`src/rtl/fir_pkg.sv`:
```
// fir_pkg: shared FIR constants and controller state type
package fir_pkg;
    localparam int DATA_W = 16;
    localparam int COEF_W = 16;
    localparam int TAPS   = 64;
    localparam int ADDR_W = $clog2(TAPS);
    localparam int ACC_W  = DATA_W + COEF_W + ADDR_W;
    typedef enum logic [1:0] {IDLE, SHIFT, MAC, DONE} fir_state_t;
endpackage

```
`src/rtl/fir_mac_ctrl_if.sv`:
```
// fir_mac_ctrl_if: sample input, shift register, coefficient ROM and result stream signals
interface fir_mac_ctrl_if import fir_pkg::*; ();
    logic              in_valid;
    logic              in_ready;
    logic [DATA_W-1:0] sample_in;
    logic [DATA_W-1:0] sr_din;
    logic              sr_shift;
    logic [ADDR_W-1:0] sr_addr;
    logic [DATA_W-1:0] sr_dout;
    logic [ADDR_W-1:0] coef_addr;
    logic [COEF_W-1:0] coef;
    logic [ACC_W-1:0]  out_data;
    logic              out_valid;
    logic              out_ready;
    modport master (
        input  in_valid, sample_in, sr_dout, coef, out_ready,
        output in_ready, sr_din, sr_shift, sr_addr, coef_addr, out_data, out_valid
    );
    modport slave (
        output in_valid, sample_in, sr_dout, coef, out_ready,
        input  in_ready, sr_din, sr_shift, sr_addr, coef_addr, out_data, out_valid
    );
endinterface

```
`src/rtl/fir_mac_unit.sv`:
```
// fir_mac_unit: signed multiply with full-precision accumulator, sync clear and enable
module fir_mac_unit import fir_pkg::*; (
    input  logic                     clk,
    input  logic                     rst,
    input  logic                     i_clr,
    input  logic                     i_en,
    input  logic signed [DATA_W-1:0] i_a,
    input  logic signed [COEF_W-1:0] i_b,
    output logic signed [ACC_W-1:0]  o_acc
);
    logic signed [DATA_W+COEF_W-1:0] w_prod;
    logic signed [ACC_W-1:0]         w_prod_ext;
    logic signed [ACC_W-1:0]         r_acc;
    assign w_prod     = i_a * i_b;
    assign w_prod_ext = {{ADDR_W{w_prod[DATA_W+COEF_W-1]}}, w_prod};
    assign o_acc      = r_acc;
    always_ff @(posedge clk) begin
        if (rst || i_clr)
            r_acc <= '0;
        else if (i_en)
            r_acc <= r_acc + w_prod_ext;
    end
endmodule

```
`src/rtl/fir_mac_ctrl.sv`:
```
// fir_mac_ctrl: accepts a sample, shifts it into the tap register, then
// sweeps all taps through one MAC and presents the result on a handshake.
module fir_mac_ctrl import fir_pkg::*; (
    input  logic           clk,
    input  logic           rst,
    fir_mac_ctrl_if.master bus
);
    fir_state_t              r_state;
    logic [ADDR_W-1:0]       r_cnt;
    logic [DATA_W-1:0]       r_din;
    logic signed [ACC_W-1:0] w_acc;
    logic                    w_last;
    assign w_last        = r_cnt == ADDR_W'(TAPS - 1);
    assign bus.in_ready  = r_state == IDLE;
    assign bus.sr_shift  = r_state == SHIFT;
    assign bus.sr_din    = r_din;
    assign bus.sr_addr   = r_cnt;
    assign bus.coef_addr = r_cnt;
    assign bus.out_valid = r_state == DONE;
    assign bus.out_data  = w_acc;
    always_ff @(posedge clk) begin
        if (rst) begin
            r_state <= IDLE;
            r_cnt   <= '0;
            r_din   <= '0;
        end else begin
            case (r_state)
                IDLE: if (bus.in_valid) begin
                    r_din   <= bus.sample_in;
                    r_state <= SHIFT;
                end
                SHIFT: begin
                    r_cnt   <= '0;
                    r_state <= MAC;
                end
                MAC: begin
                    r_cnt   <= w_last ? '0 : r_cnt + ADDR_W'(1);
                    r_state <= w_last ? DONE : MAC;
                end
                DONE: if (bus.out_ready) r_state <= IDLE;
                default: r_state <= IDLE;
            endcase
        end
    end
    // the accumulator is cleared while the new sample is being shifted in
    fir_mac_unit u_mac (
        .clk   (clk),
        .rst   (rst),
        .i_clr (r_state == SHIFT),
        .i_en  (r_state == MAC),
        .i_a   ($signed(bus.sr_dout)),
        .i_b   ($signed(bus.coef)),
        .o_acc (w_acc)
    );
endmodule

```
`src/flat_wrapper.sv`:
```
// flat-port wrapper written by rule: the top's interface ports become plain ports
module fir_mac_ctrl_flat import fir_pkg::*;
  (clk, rst, bus_in_valid, bus_sample_in, bus_sr_dout, bus_coef, bus_out_ready, bus_in_ready, bus_sr_din, bus_sr_shift, bus_sr_addr, bus_coef_addr, bus_out_data, bus_out_valid);
  fir_mac_ctrl_if bus_i ();
  input  logic clk;
  input  logic rst;
  input wire logic [$bits(bus_i.in_valid)-1:0] bus_in_valid;
  input wire logic [$bits(bus_i.sample_in)-1:0] bus_sample_in;
  input wire logic [$bits(bus_i.sr_dout)-1:0] bus_sr_dout;
  input wire logic [$bits(bus_i.coef)-1:0] bus_coef;
  input wire logic [$bits(bus_i.out_ready)-1:0] bus_out_ready;
  output wire logic [$bits(bus_i.in_ready)-1:0] bus_in_ready;
  output wire logic [$bits(bus_i.sr_din)-1:0] bus_sr_din;
  output wire logic [$bits(bus_i.sr_shift)-1:0] bus_sr_shift;
  output wire logic [$bits(bus_i.sr_addr)-1:0] bus_sr_addr;
  output wire logic [$bits(bus_i.coef_addr)-1:0] bus_coef_addr;
  output wire logic [$bits(bus_i.out_data)-1:0] bus_out_data;
  output wire logic [$bits(bus_i.out_valid)-1:0] bus_out_valid;
  assign bus_i.in_valid = bus_in_valid;
  assign bus_i.sample_in = bus_sample_in;
  assign bus_i.sr_dout = bus_sr_dout;
  assign bus_i.coef = bus_coef;
  assign bus_i.out_ready = bus_out_ready;
  assign bus_in_ready = bus_i.in_ready;
  assign bus_sr_din = bus_i.sr_din;
  assign bus_sr_shift = bus_i.sr_shift;
  assign bus_sr_addr = bus_i.sr_addr;
  assign bus_coef_addr = bus_i.coef_addr;
  assign bus_out_data = bus_i.out_data;
  assign bus_out_valid = bus_i.out_valid;
  fir_mac_ctrl u_core (.clk(clk), .rst(rst), .bus(bus_i));
endmodule
```
`config.mk`:
```
export PLATFORM = sky130hd
export DESIGN_NAME = fir_mac_ctrl_flat
export DESIGN_NICKNAME = d
export VERILOG_FILES = /design/src/rtl/fir_pkg.sv /design/src/rtl/fir_mac_ctrl_if.sv /design/src/rtl/fir_mac_unit.sv /design/src/rtl/fir_mac_ctrl.sv /design/src/flat_wrapper.sv
export SDC_FILE = /design/constraint.sdc
export NUM_CORES = 1
export LEC_CHECK = 0
export ABC_AREA = 0
export CORE_ASPECT_RATIO = 2
export CORE_MARGIN = 1
export CORE_UTILIZATION = 40
export CTS_CLUSTER_DIAMETER = 30
export DETAILED_ROUTE_END_ITERATION = 8
export GPL_TIMING_DRIVEN = 0
export PLACE_DENSITY_LB_ADDON = 0.15
export REMOVE_ABC_BUFFERS = 1
export SETUP_SLACK_MARGIN = 0.3
export SYNTH_ARGS = -nofsm -noshare
export SYNTH_HDL_FRONTEND = slang
export SYNTH_SLANG_ARGS = --single-unit
```
`constraint.sdc`:
```
create_clock -name clk -period 10.53 [get_ports clk]
set_input_delay 2.106 -clock clk [delete_from_list [all_inputs] [get_ports clk]]
set_output_delay 2.106 -clock clk [all_outputs]
set_load 0.1 [all_outputs]
```
==> After elaboration in Yosys (flattened, before gate mapping) <==
Cells that the tools add are included.
{ "totals": {"memories": 0, "output_inout_bits": 69, "register_bits": 62, "ramBits": 0, "latch_bits": 0, "romBits": 0} }
{ "op_classes": {"addsub": 2, "n_div": 0, "order_cmp": 0, "mux": 6, "bitwise_logic": 0, "multipliers": 1, "n_reduce_logical": 5, "shifts": 0, "eq_ne": 6} }
{ "op_table": {"columns": ["op", "count"], "rows": [
  ["38-bit by 32-bit adder with 38-bit output", 1],
  ["16-bit by 16-bit multiplier with 32-bit output", 1],
  ["6-bit one-hot mux with 2 select lines", 1],
  ["2-bit one-hot mux with 4 select lines", 1],
  ["6-bit by 1-bit adder with 6-bit output (second input constant)", 1],
  ["6-bit equality test (second input constant)", 1],
  ["6-bit two-way mux", 1],
  ["2-bit equality test (second input constant)", 2],
  ["2-bit two-way mux", 2],
  ["2-bit != test (second input constant)", 2],
  ["2-bit AND reduction", 2],
  ["2-bit by 1-bit equality test with 1-bit output (second input constant)", 1],
  ["2-bit zero test", 1],
  ["2-bit nonzero test", 1],
  ["1-bit logical OR", 1],
  ["1-bit two-way mux", 1]
]} }

==> Longest topological paths before layout <==
Gate-level depths: netlist of run 1.
{ "depth": {"word_depth": 3, "depth_mapped": 24, "depth_no_buf": 23} }

==> Modules after synthesis <==
From an unflattened synthesis of run 1, not the netlist that was laid out.
{ "hier_totals": {"cells_unflattened": 1531, "area_unflattened_um2": 14168.6} }
{ "by_module_without_submodules": {"columns": ["mod", "cells_each", "instances", "seq_area_each_um2", "area_per_inst_um2"], "rows": [
  ["fir_mac_unit", 1408, 1, 760.7, 13120.1],
  ["fir_mac_ctrl", 123, 1, 480.5, 1048.5]
]} }

==> Worst setup path after synthesis of run 1 <==
No wires, ideal clock.
{ "synth_path": {"path_kind": "input to register", "from": "input port bus_sr_dout[15]", "to": "register u_core.u_mac.r_acc[37] (netlist: u_core.u_mac.o_acc[37])", "arrival_time_ns": 7.688, "t_required_ns": 10.408, "setup_ns": 0.122, "cell_stages": 22, "path_slack_ns": 2.720, "cell_sequence": "clkbuf_1 -> nand2_1 -> inv_1 -> fa_1 -> fa_1 -> inv_1 -> fa_1 -> fa_1 -> inv_1 -> fa_1 -> inv_1 -> fa_1 -> inv_1 -> ha_1 -> nand3_1 -> nor3_1 -> nand2_1 -> nor3_1 -> nor3_2 -> a21oi_1 -> nor4_1 -> a221o_1"} }
{ "synth_via": {"elab_chain_cells": 2} }
{ "synth_lines": {"columns": ["item", "line_no", "source"], "rows": [
  ["from (decl)", "flat_wrapper.sv:9", "input wire logic [$bits(bus_i.sr_dout)-1:0] bus_sr_dout;"],
  ["16-bit by 16-bit multiplier with 32-bit output", "fir_mac_unit.sv:14", "assign w_prod = i_a * i_b;"],
  ["38-bit by 32-bit adder with 38-bit output", "fir_mac_unit.sv:21", "r_acc <= r_acc + w_prod_ext;"],
  ["to (signal assigned)", "fir_mac_unit.sv:21", null],
  ["to (decl)", "fir_mac_unit.sv:13", "logic signed [ACC_W-1:0] r_acc;"]
]} }
Every way passes these cells.
A chain may end at the register's enable or synchronous reset.

==> Worst setup path after layout of run 1 <==
{ "layout_path": {"from": "input port bus_coef[1]", "to": "register u_core.u_mac.r_acc[37] (netlist: u_core.u_mac.o_acc[37])"} }
{ "layout_via": {"elab_chain_cells": 2} }
{ "layout_lines": {"columns": ["item", "line_no", "source"], "rows": [
  ["from (decl)", "flat_wrapper.sv:10", "input wire logic [$bits(bus_i.coef)-1:0] bus_coef;"],
  ["16-bit by 16-bit multiplier with 32-bit output", "fir_mac_unit.sv:14", null],
  ["38-bit by 32-bit adder with 38-bit output", "fir_mac_unit.sv:21", null]
]} }
Every way passes these cells.

==> metrics.txt, run 1 <==
Area growth syn-to-layout 12.5%; initial antenna violation count 0; Worst-path clk slew 60 ps; FF-to-FF setup slack 4960 ps; crit-path max cell delay 870 ps; R2R cell count 19; Max Slew Vio Count 0; Setup TNS Final 0 ps; WL/cell 18.4 um; Resize count post-CTS 0; outcome completed; RR Endpoint u_core.u_mac.o_acc[30]; Final Skew 8.32 ps; RSZ-0062 raised after global routing no; grt total ovfl 0; Post-Synthesis Cells 1564; Die Area 0.0367 mm2; critical path depth in cells 22; final setup fails 0; Nets 2128; H-Tree Depth 3; Initial Utilization 0.408; share of layout cells above drive strength 1 0.0225; reg-to-reg startpoint u_core.u_mac.o_acc[15]; Fin. Hold Viols 0; Rel. slew slack 0.198; I/O pins 121; cts bufs inserted 9; global-route wire length before repair 61700 um; ANT cells 0; IO buf count 120; Crit path top cell by count fa_1; Max Fanout on Critical Path 16; hold slack 453 ps; FILL cells 3488; Critical Path End Type flop; CP top delay family adder cells; worst path cell trace clkdlybuf4s50_1 -> nand2_1 -> inv_1 -> fa_1 -> fa_1 -> inv_1 -> fa_1 -> fa_1 -> inv_1 -> fa_1 -> inv_1 -> fa_1 -> inv_1 -> ha_1 -> nand3_1 -> nor3_1 -> nand2_1 -> nor3_1 -> nor3_2 -> a21oi_1 -> nor4_1 -> a221o_1; Routed Antenna Nets 0; Post-CTS Hold Fix Bufs 0; Worst Path Class, Setup in2reg; CTS tree done; drt via density 5.06; hold crit path type reg2reg; Main synth FF type dfxtp_1; EDFF count, synth 0; CP max-delay cell fa_1; ys async rst share 0; Longest Clk Path Bufs 2; drt total wl 38400 um; Ys Warns 0; Max Freq 0.111 GHz; dpl hpwl 32400 um; routability cong. 0.844; 1st-pass router iterations 5; Buf+Inv Stages, Crit Path 6; Setup Buffers After CTS 0; Worst-Margin Slew 1200 ps; crit path launch type input pin; routed vias 10600; Die Width 136 um; DRT iter0 DRCs 485; CP Data Arrival Time 9270 ps; Critical path origin bus_coef[1]; min Tclk post-route 9050 ps; sequential fraction of the synthesis area 0.0864; core area 0.0352 mm2; Total Routing Usage GR 0.224; Critical Path Sink u_core.u_mac.o_acc[37]; Netlist Area Pre-Place 0.0144 mm2; synthesized flop and latch total 62; Max Cap Violations 0; Distinct cells, synth 57; Syn Area/Cell 9.19 um2; worst skew pair latency 340 ps; row count 97; period utilization 0.859; largest net degree at the start of global routing 35; clock root buffer clkbuf_16; Die Y 270 um; number of global-route vias before repair 11900; Clock Sinks 62; required time of the critical path 10750 ps; Residual DRC 0
## layout by cell type (no fill, tap or decap), drive strengths merged, types with 2 or more instances in the layout
master	n
a211o	2
a211oi	6
a21o	17
a21oi	53
a31o	2
a31oi	3
and2	118
clkbuf	9
clkdlybuf4s50	120
dfxtp	62
fa	322
ha	116
inv	378
mux2i	28
nand2	192
nand2b	3
nand3	16
nand3b	3
nand4	9
nor2	66
nor2b	4
nor3	9
o2111ai	2
o211ai	2
o21a	3
o21ai	23
o21bai	9
o31ai	4
or2	2
or3	4
xnor2	30
xor2	11
## registers in the layout, summed over array words and instances (netlist names)
| signal | cells |
|---|---|
| u_core.r_state | 2 |
| u_core.bus.coef_addr | 6 |
| u_core.u_mac.o_acc | 38 |
| u_core.bus.sr_din | 16 |
## worst min-delay path by stage
| stage | slack (ps) | cells past startpoint | end | start |
|---|---|---|---|---|
| after floorplan | 500 | 2 | u_core.r_state[0] | u_core.r_state[0] |
| after global placement | 440 | 2 | u_core.bus.sr_din[8] | u_core.bus.sr_din[8] |
| after detailed placement | 450 | 2 | u_core.bus.sr_din[0] | u_core.bus.sr_din[0] |
| after CTS | 460 | 2 | u_core.bus.sr_din[0] | u_core.bus.sr_din[0] |
| after global routing | 480 | 2 | u_core.bus.sr_din[4] | u_core.bus.sr_din[4] |
| final | 450 | 2 | u_core.bus.sr_din[0] | u_core.bus.sr_din[0] |
## metal layers
| metal | global-route usage | vias to the layer above | share of wire |
|---|---|---|---|
| li1 | - | 4800 | - |
| met2 | 0.453 | 231 | 0.60 |
| met5 | 0 | - | 0 |
| met4 | 0.101 | 0 | 0.050 |
| met3 | 0.0175 | 86 | 0.026 |
| met1 | 0.219 | 5458 | 0.32 |
## layout make-up
cell class,count,area (um2),area share
flip-flops and latches,62,1240,0.0767
inverters,373,1400,0.0866
clock buffers,9,225,0.0139
well taps,445,557,0.0344
clock inverters,7,62.6,0.00387
repair buffers,121,1220,0.0755
multi-input cells,1071,11500,0.709
## Yosys cell counts (2+ instances only)
cell type	number	area share
buf_4	7	0.0037
o211ai_1	2	0.0010
nand2b_1	3	0.0013
o21ai_0	20	0.0070
a211o_1	2	0.0012
and2_1	118	0.051
nor3_2	4	0.0028
fa_1	322	0.45
nand3b_1	3	0.0016
a31oi_1	3	0.0013
nor2b_1	4	0.0017
buf_2	4	0.0014
dfxtp_1	62	0.086
a21oi_1	52	0.018
nand4_1	8	0.0035
buf_6	2	0.0016
o21bai_1	8	0.0042
nand3_1	16	0.0056
nand2_1	192	0.050
ha_1	116	0.10
buf_1	4	0.0010
inv_1	373	0.097
o21a_1	3	0.0016
nor3_1	5	0.0017
o31ai_1	4	0.0021
xor2_1	11	0.0067
or3_1	3	0.0013
clkbuf_1	40	0.010
or2_2	2	0.00087
a211oi_1	5	0.0026
a31o_2	2	0.0012
xnor2_1	30	0.018
o21ai_2	2	0.0012
a21o_1	17	0.0089
nor2_1	66	0.017
mux2i_1	28	0.019
## metrics by stage
stage | std cells | instance area (um2) | worst slack (ps) | utilization
after global placement | 2071 | 15900 | 1160 | 0.451
after floorplan | 1506 | 14100 | 2950 | -
after global routing | 2088 | 16200 | 1070 | 0.460
after CTS | 2088 | 16200 | 1470 | 0.460
final | 2088 | 16200 | 1480 | 0.460
after detailed placement | 2072 | 15900 | 1120 | 0.451
## worst min-delay path, cell delays in order (launching register included)
cell     delay, ps
dfxtp_1        310
nand2_1         50
a21oi_1         50
## cell families after synthesis
logic type	synth area share
AO/OA/AOI/OAI	0.0602
XOR/XNOR	0.0250
adder cells (fa/ha/maj)	0.549
buffers and inverters	0.116
flip-flops	0.0864
multiplexers	0.0195
AND/OR/NAND/NOR	0.144
Power of run 1 is left out: the tool's default activity adds up to more than one toggle a clock period on the data nets, which glitch-free logic cannot reach.
==> run 2, diff against run 1 <==
CAP_MARGIN = 20   (was default)
==> metrics.txt, run 2 (same netlist as run 1, synthesis figures left out) <==
CP Data Arrival Time 9210 ps; drt via density 5.06; Max Freq 0.111 GHz; Max Fanout on Critical Path 16; routed vias 10600; dpl hpwl 32400 um; final setup fails 0; routability cong. 0.844; worst skew pair latency 340 ps; Die Area 0.0367 mm2; Critical Path End Type flop; Max Cap Violations 0; grt total ovfl 0; Die Width 136 um; cts bufs inserted 9; period utilization 0.854; Clock Sinks 62; Final Non-Filler Cells 2089; Worst-path clk slew 60 ps; Nets 2129; placed insts 2073; Total Routing Usage GR 0.224; commonest non-fill, non-tap cells in the layout 373 x inv_1, 322 x fa_1, 192 x nand2_1; CTS tree done; Worst Path Class, Setup in2reg; initial antenna violation count 0; min Tclk post-route 8990 ps; DRT iter0 DRCs 388; IO buf count 120; Rel. slew slack 0.293; Setup TNS Final 0 ps; ANT cells 0; Residual DRC 0; max reg flops 38; number of global-route vias before repair 11900; Fin. Hold Viols 0; outcome completed; RSZ-0062 raised after global routing no; Max Slew Vio Count 0; R2R cell count 19; largest net degree at the start of global routing 35; Final Skew 8.10 ps; Area growth syn-to-layout 12.7%; Resize count post-CTS 0; Die Y 270 um; Initial Utilization 0.408; core area 0.0352 mm2; Critical Path Sink u_core.u_mac.o_acc[37]; 1st-pass router iterations 5; Post-CTS Hold Fix Bufs 0; Worst-Margin Slew 1060 ps; I/O pins 121; RR Endpoint u_core.u_mac.o_acc[30]; Routed Antenna Nets 0; reg-to-reg startpoint u_core.u_mac.o_acc[15]; drt total wl 38400 um; Core Util, Final 0.460; Longest Clk Path Bufs 2; global-route wire length before repair 61700 um; row count 97; most common cell after layout, fill and taps aside inv_1; WL/cell 18.4 um; Setup Buffers After CTS 0; share of layout cells above drive strength 1 0.0231; H-Tree Depth 3; Critical path origin bus_coef[1]; clock root buffer clkbuf_16; hold crit path type reg2reg; FF-to-FF setup slack 5070 ps; crit path launch type input pin; required time of the critical path 10760 ps
-- run 2: cell types whose count changed in the layout (fill, tap and decap cells not counted), sizes merged --
| cell | before | now |
|---|---|---|
| inv | 378 | 376 |
| clkinv | 1 | 2 |
| clkinvlp | 1 | 2 |
| buf | 1 | 2 |
-- run 2: cell type report --
type / count / area (um2)
multi-input combinational: 1071 / 11500
inverter: 373 / 1400
clock buffer: 9 / 225
fill: 3520 / 19000
sequential: 62 / 1240
clock inverter: 7 / 55.1
timing repair buffer: 122 / 1250
tap: 445 / 557
-- run 2: stage by stage --
stage / cell area, um2 / hold slack [ps] / setup WS [ps]
2_1_floorplan: 14100 / 501 / 2950
3_3_place_gp: 15900 / 442 / 1160
3_5_place_dp: 15900 / 446 / 1150
4_1_cts: 16200 / 455 / 1500
5_1_grt: 16200 / 475 / 1100
6_report: 16200 / 453 / 1540
-- run 2: routing by layer --
| metal | routed length [um] | vias to the layer above | GRT usage |
|---|---|---|---|
| li1 | - | 4803 | - |
| met1 | 12000 | 5454 | 0.214 |
| met2 | 23700 | 221 | 0.461 |
| met3 | 1030 | 87 | 0.0225 |
| met4 | 1620 | 0 | 0.0918 |
| met5 | 0 | - | 0 |
-- run 2: how the worst min path moves through the flow --
stage / slack [ps] / depth (start not counted) / to / start
after CTS: 460 / 2 / u_core.bus.sr_din[0] / u_core.bus.sr_din[0]
after floorplan: 500 / 2 / u_core.r_state[0] / u_core.r_state[0]
after detailed placement: 450 / 2 / u_core.bus.sr_din[0] / u_core.bus.sr_din[0]
after global routing: 470 / 2 / u_core.bus.sr_din[3] / u_core.bus.sr_din[3]
final: 450 / 2 / u_core.bus.sr_din[0] / u_core.bus.sr_din[0]
after global placement: 440 / 2 / u_core.bus.sr_din[8] / u_core.bus.sr_din[8]
-- run 2: worst max-delay path: stages --
cell             delay (ps)
clkdlybuf4s50_1         990
nand2_1                 260
inv_1                   150
fa_1                    510
fa_1                    870
inv_1                   120
fa_1                    560
fa_1                    800
inv_1                   170
fa_1                    510
inv_1                    50
fa_1                    470
inv_1                    40
ha_1                    330
nand3_1                 110
nor3_1                  250
nand2_1                  90
nor3_1                  190
nor3_2                   80
a21oi_1                 190
nor4_1                   80
a221o_1                 260
Power of run 2 is left out for the same reason.
==> run 3, diff against run 2 <==
clock period = 8.8 ns   (was 10.53 ns; I/O delays follow)
==> metrics.txt, run 3 (same netlist as run 1, synthesis figures left out) <==
min Tclk post-route 8120 ps; Clock Sinks 62; Longest Clk Path Bufs 2; number of global-route vias before repair 11900; row count 97; Max Freq 0.123 GHz; crit path launch type input pin; drt total wl 38400 um; I/O pins 121; CP Data Arrival Time 8320 ps; Total Routing Usage GR 0.224; routability cong. 0.844; most common cell after layout, fill and taps aside inv_1; fin area 0.0162 mm2; WL/cell 18.4 um; Worst-path clk slew 60 ps; CP max-delay cell clkdlybuf4s50_1; Rel. slew slack 0.293; initial antenna violation count 0; reg-to-reg startpoint u_core.u_mac.o_acc[15]; Fin. Hold Viols 0; period utilization 0.923; hold_sp u_core.bus.sr_din[0]; Die Area 0.0367 mm2; Hold Path Sink u_core.bus.sr_din[0]; CTS tree done; share of layout cells above drive strength 1 0.0274; Initial Utilization 0.408; grt total ovfl 0; dpl hpwl 32400 um; H-Tree Depth 3; Nets 2130; IO buf count 120; max reg flops 38; Routed Antenna Nets 0; worst path cell trace clkdlybuf4s50_1 -> and2_1 -> fa_1 -> fa_1 -> inv_1 -> fa_1 -> inv_1 -> fa_1 -> inv_1 -> fa_1 -> fa_1 -> inv_1 -> ha_1 -> a21oi_1 -> o21ai_0 -> a22oi_1 -> o21ai_0 -> nor2_1 -> o31ai_1 -> xor2_1 -> mux2i_1 -> nor2_1; Die Width 136 um; global-route wire length before repair 61700 um; cts bufs inserted 9; routed vias 10500; FF-to-FF setup slack 3320 ps; final setup fails 0; Die Y 270 um; 1st-pass router iterations 5; DRT iter0 DRCs 388; clock root buffer clkbuf_16; Worst-Margin Slew 1060 ps; Crit path top cell by count fa_1; Post-CTS Hold Fix Bufs 0; Register Area 0.00124 mm2; RSZ-0062 raised after global routing no; outcome completed; core area 0.0352 mm2; Residual DRC 0; R2R cell count 19; Max Slew Vio Count 0; RR Endpoint u_core.u_mac.o_acc[30]; ANT cells 0; Worst Path Class, Setup in2reg; dpl cell area 0.0159 mm2; FILL cells 3515; drt via density 5.04; hold crit path type reg2reg; Critical Path End Type flop; Max Fanout on Critical Path 16; required time of the critical path 9000 ps; Area growth syn-to-layout 12.9%; Final Skew 7.74 ps; Max Cap Violations 0; commonest non-fill, non-tap cells in the layout 372 x inv_1, 321 x fa_1, 192 x nand2_1; largest net degree at the start of global routing 35; WHS Path Cells 2; Multi-input gate area 0.0115 mm2; worst skew pair latency 340 ps; crit-path max cell delay 930 ps
## run 3: layer usage
metal | up-vias | part of all wire | track usage
met4 | 0 | 0.042 | 0.0918
met5 | - | 0 | 0
li1 | 4803 | - | -
met2 | 206 | 0.62 | 0.461
met3 | 90 | 0.026 | 0.0225
met1 | 5433 | 0.31 | 0.214
## run 3: area by class of cell
type | instances | share of cell area
Timing Repair Buffer | 122 | 0.0782
Multi-Input combinational cell | 1071 | 0.707
Clock inverter | 7 | 0.00339
Sequential cell | 62 | 0.0765
Inverter | 373 | 0.0865
Tap cell | 445 | 0.0343
Timing Repair inverter | 1 | 0.000308
Clock buffer | 9 | 0.0139
## run 3: timing repair
item,4_1_cts,5_1_grt
buffers inserted,0,0
resized for setup,6,27
cloned,0,1
setup endpoints to repair,5,7
## run 3: worst max-delay path, delay by kind of cell
family                     cells  cell delay, ps
AOI/OAI and AO/OA              5            1180
xor gates and xnor gates       1             120
adders and majority gates      7            3280
buffers and inverters          5            1150
muxes                          1             150
and+or+nand+nor                3             660
## run 3: how the worst max path moves through the flow
stage | end | from
CTS | u_core.u_mac.o_acc[37] | bus_coef[5]
floorplan | u_core.u_mac.o_acc[37] | bus_coef[1]
global placement | u_core.u_mac.o_acc[36] | bus_coef[1]
detailed placement | u_core.u_mac.o_acc[37] | bus_coef[1]
finish | u_core.u_mac.o_acc[30] | bus_sr_dout[1]
global route | u_core.u_mac.o_acc[30] | bus_sr_dout[2]
## run 3: through the flow
stage | setup TNS (ps) | util | hold slack, ps | instances | worst slack (ps)
2_1_floorplan | 0 | - | 501 | 1506 | 1570
3_3_place_gp | -841 | 0.451 | 442 | 2071 | -220
3_5_place_dp | -648 | 0.452 | 446 | 2073 | -235
4_1_cts | 0 | 0.460 | 455 | 2089 | 311
5_1_grt | 0 | 0.461 | 475 | 2090 | 307
6_report | 0 | 0.461 | 453 | 2090 | 678
Power of run 3 is left out for the same reason.
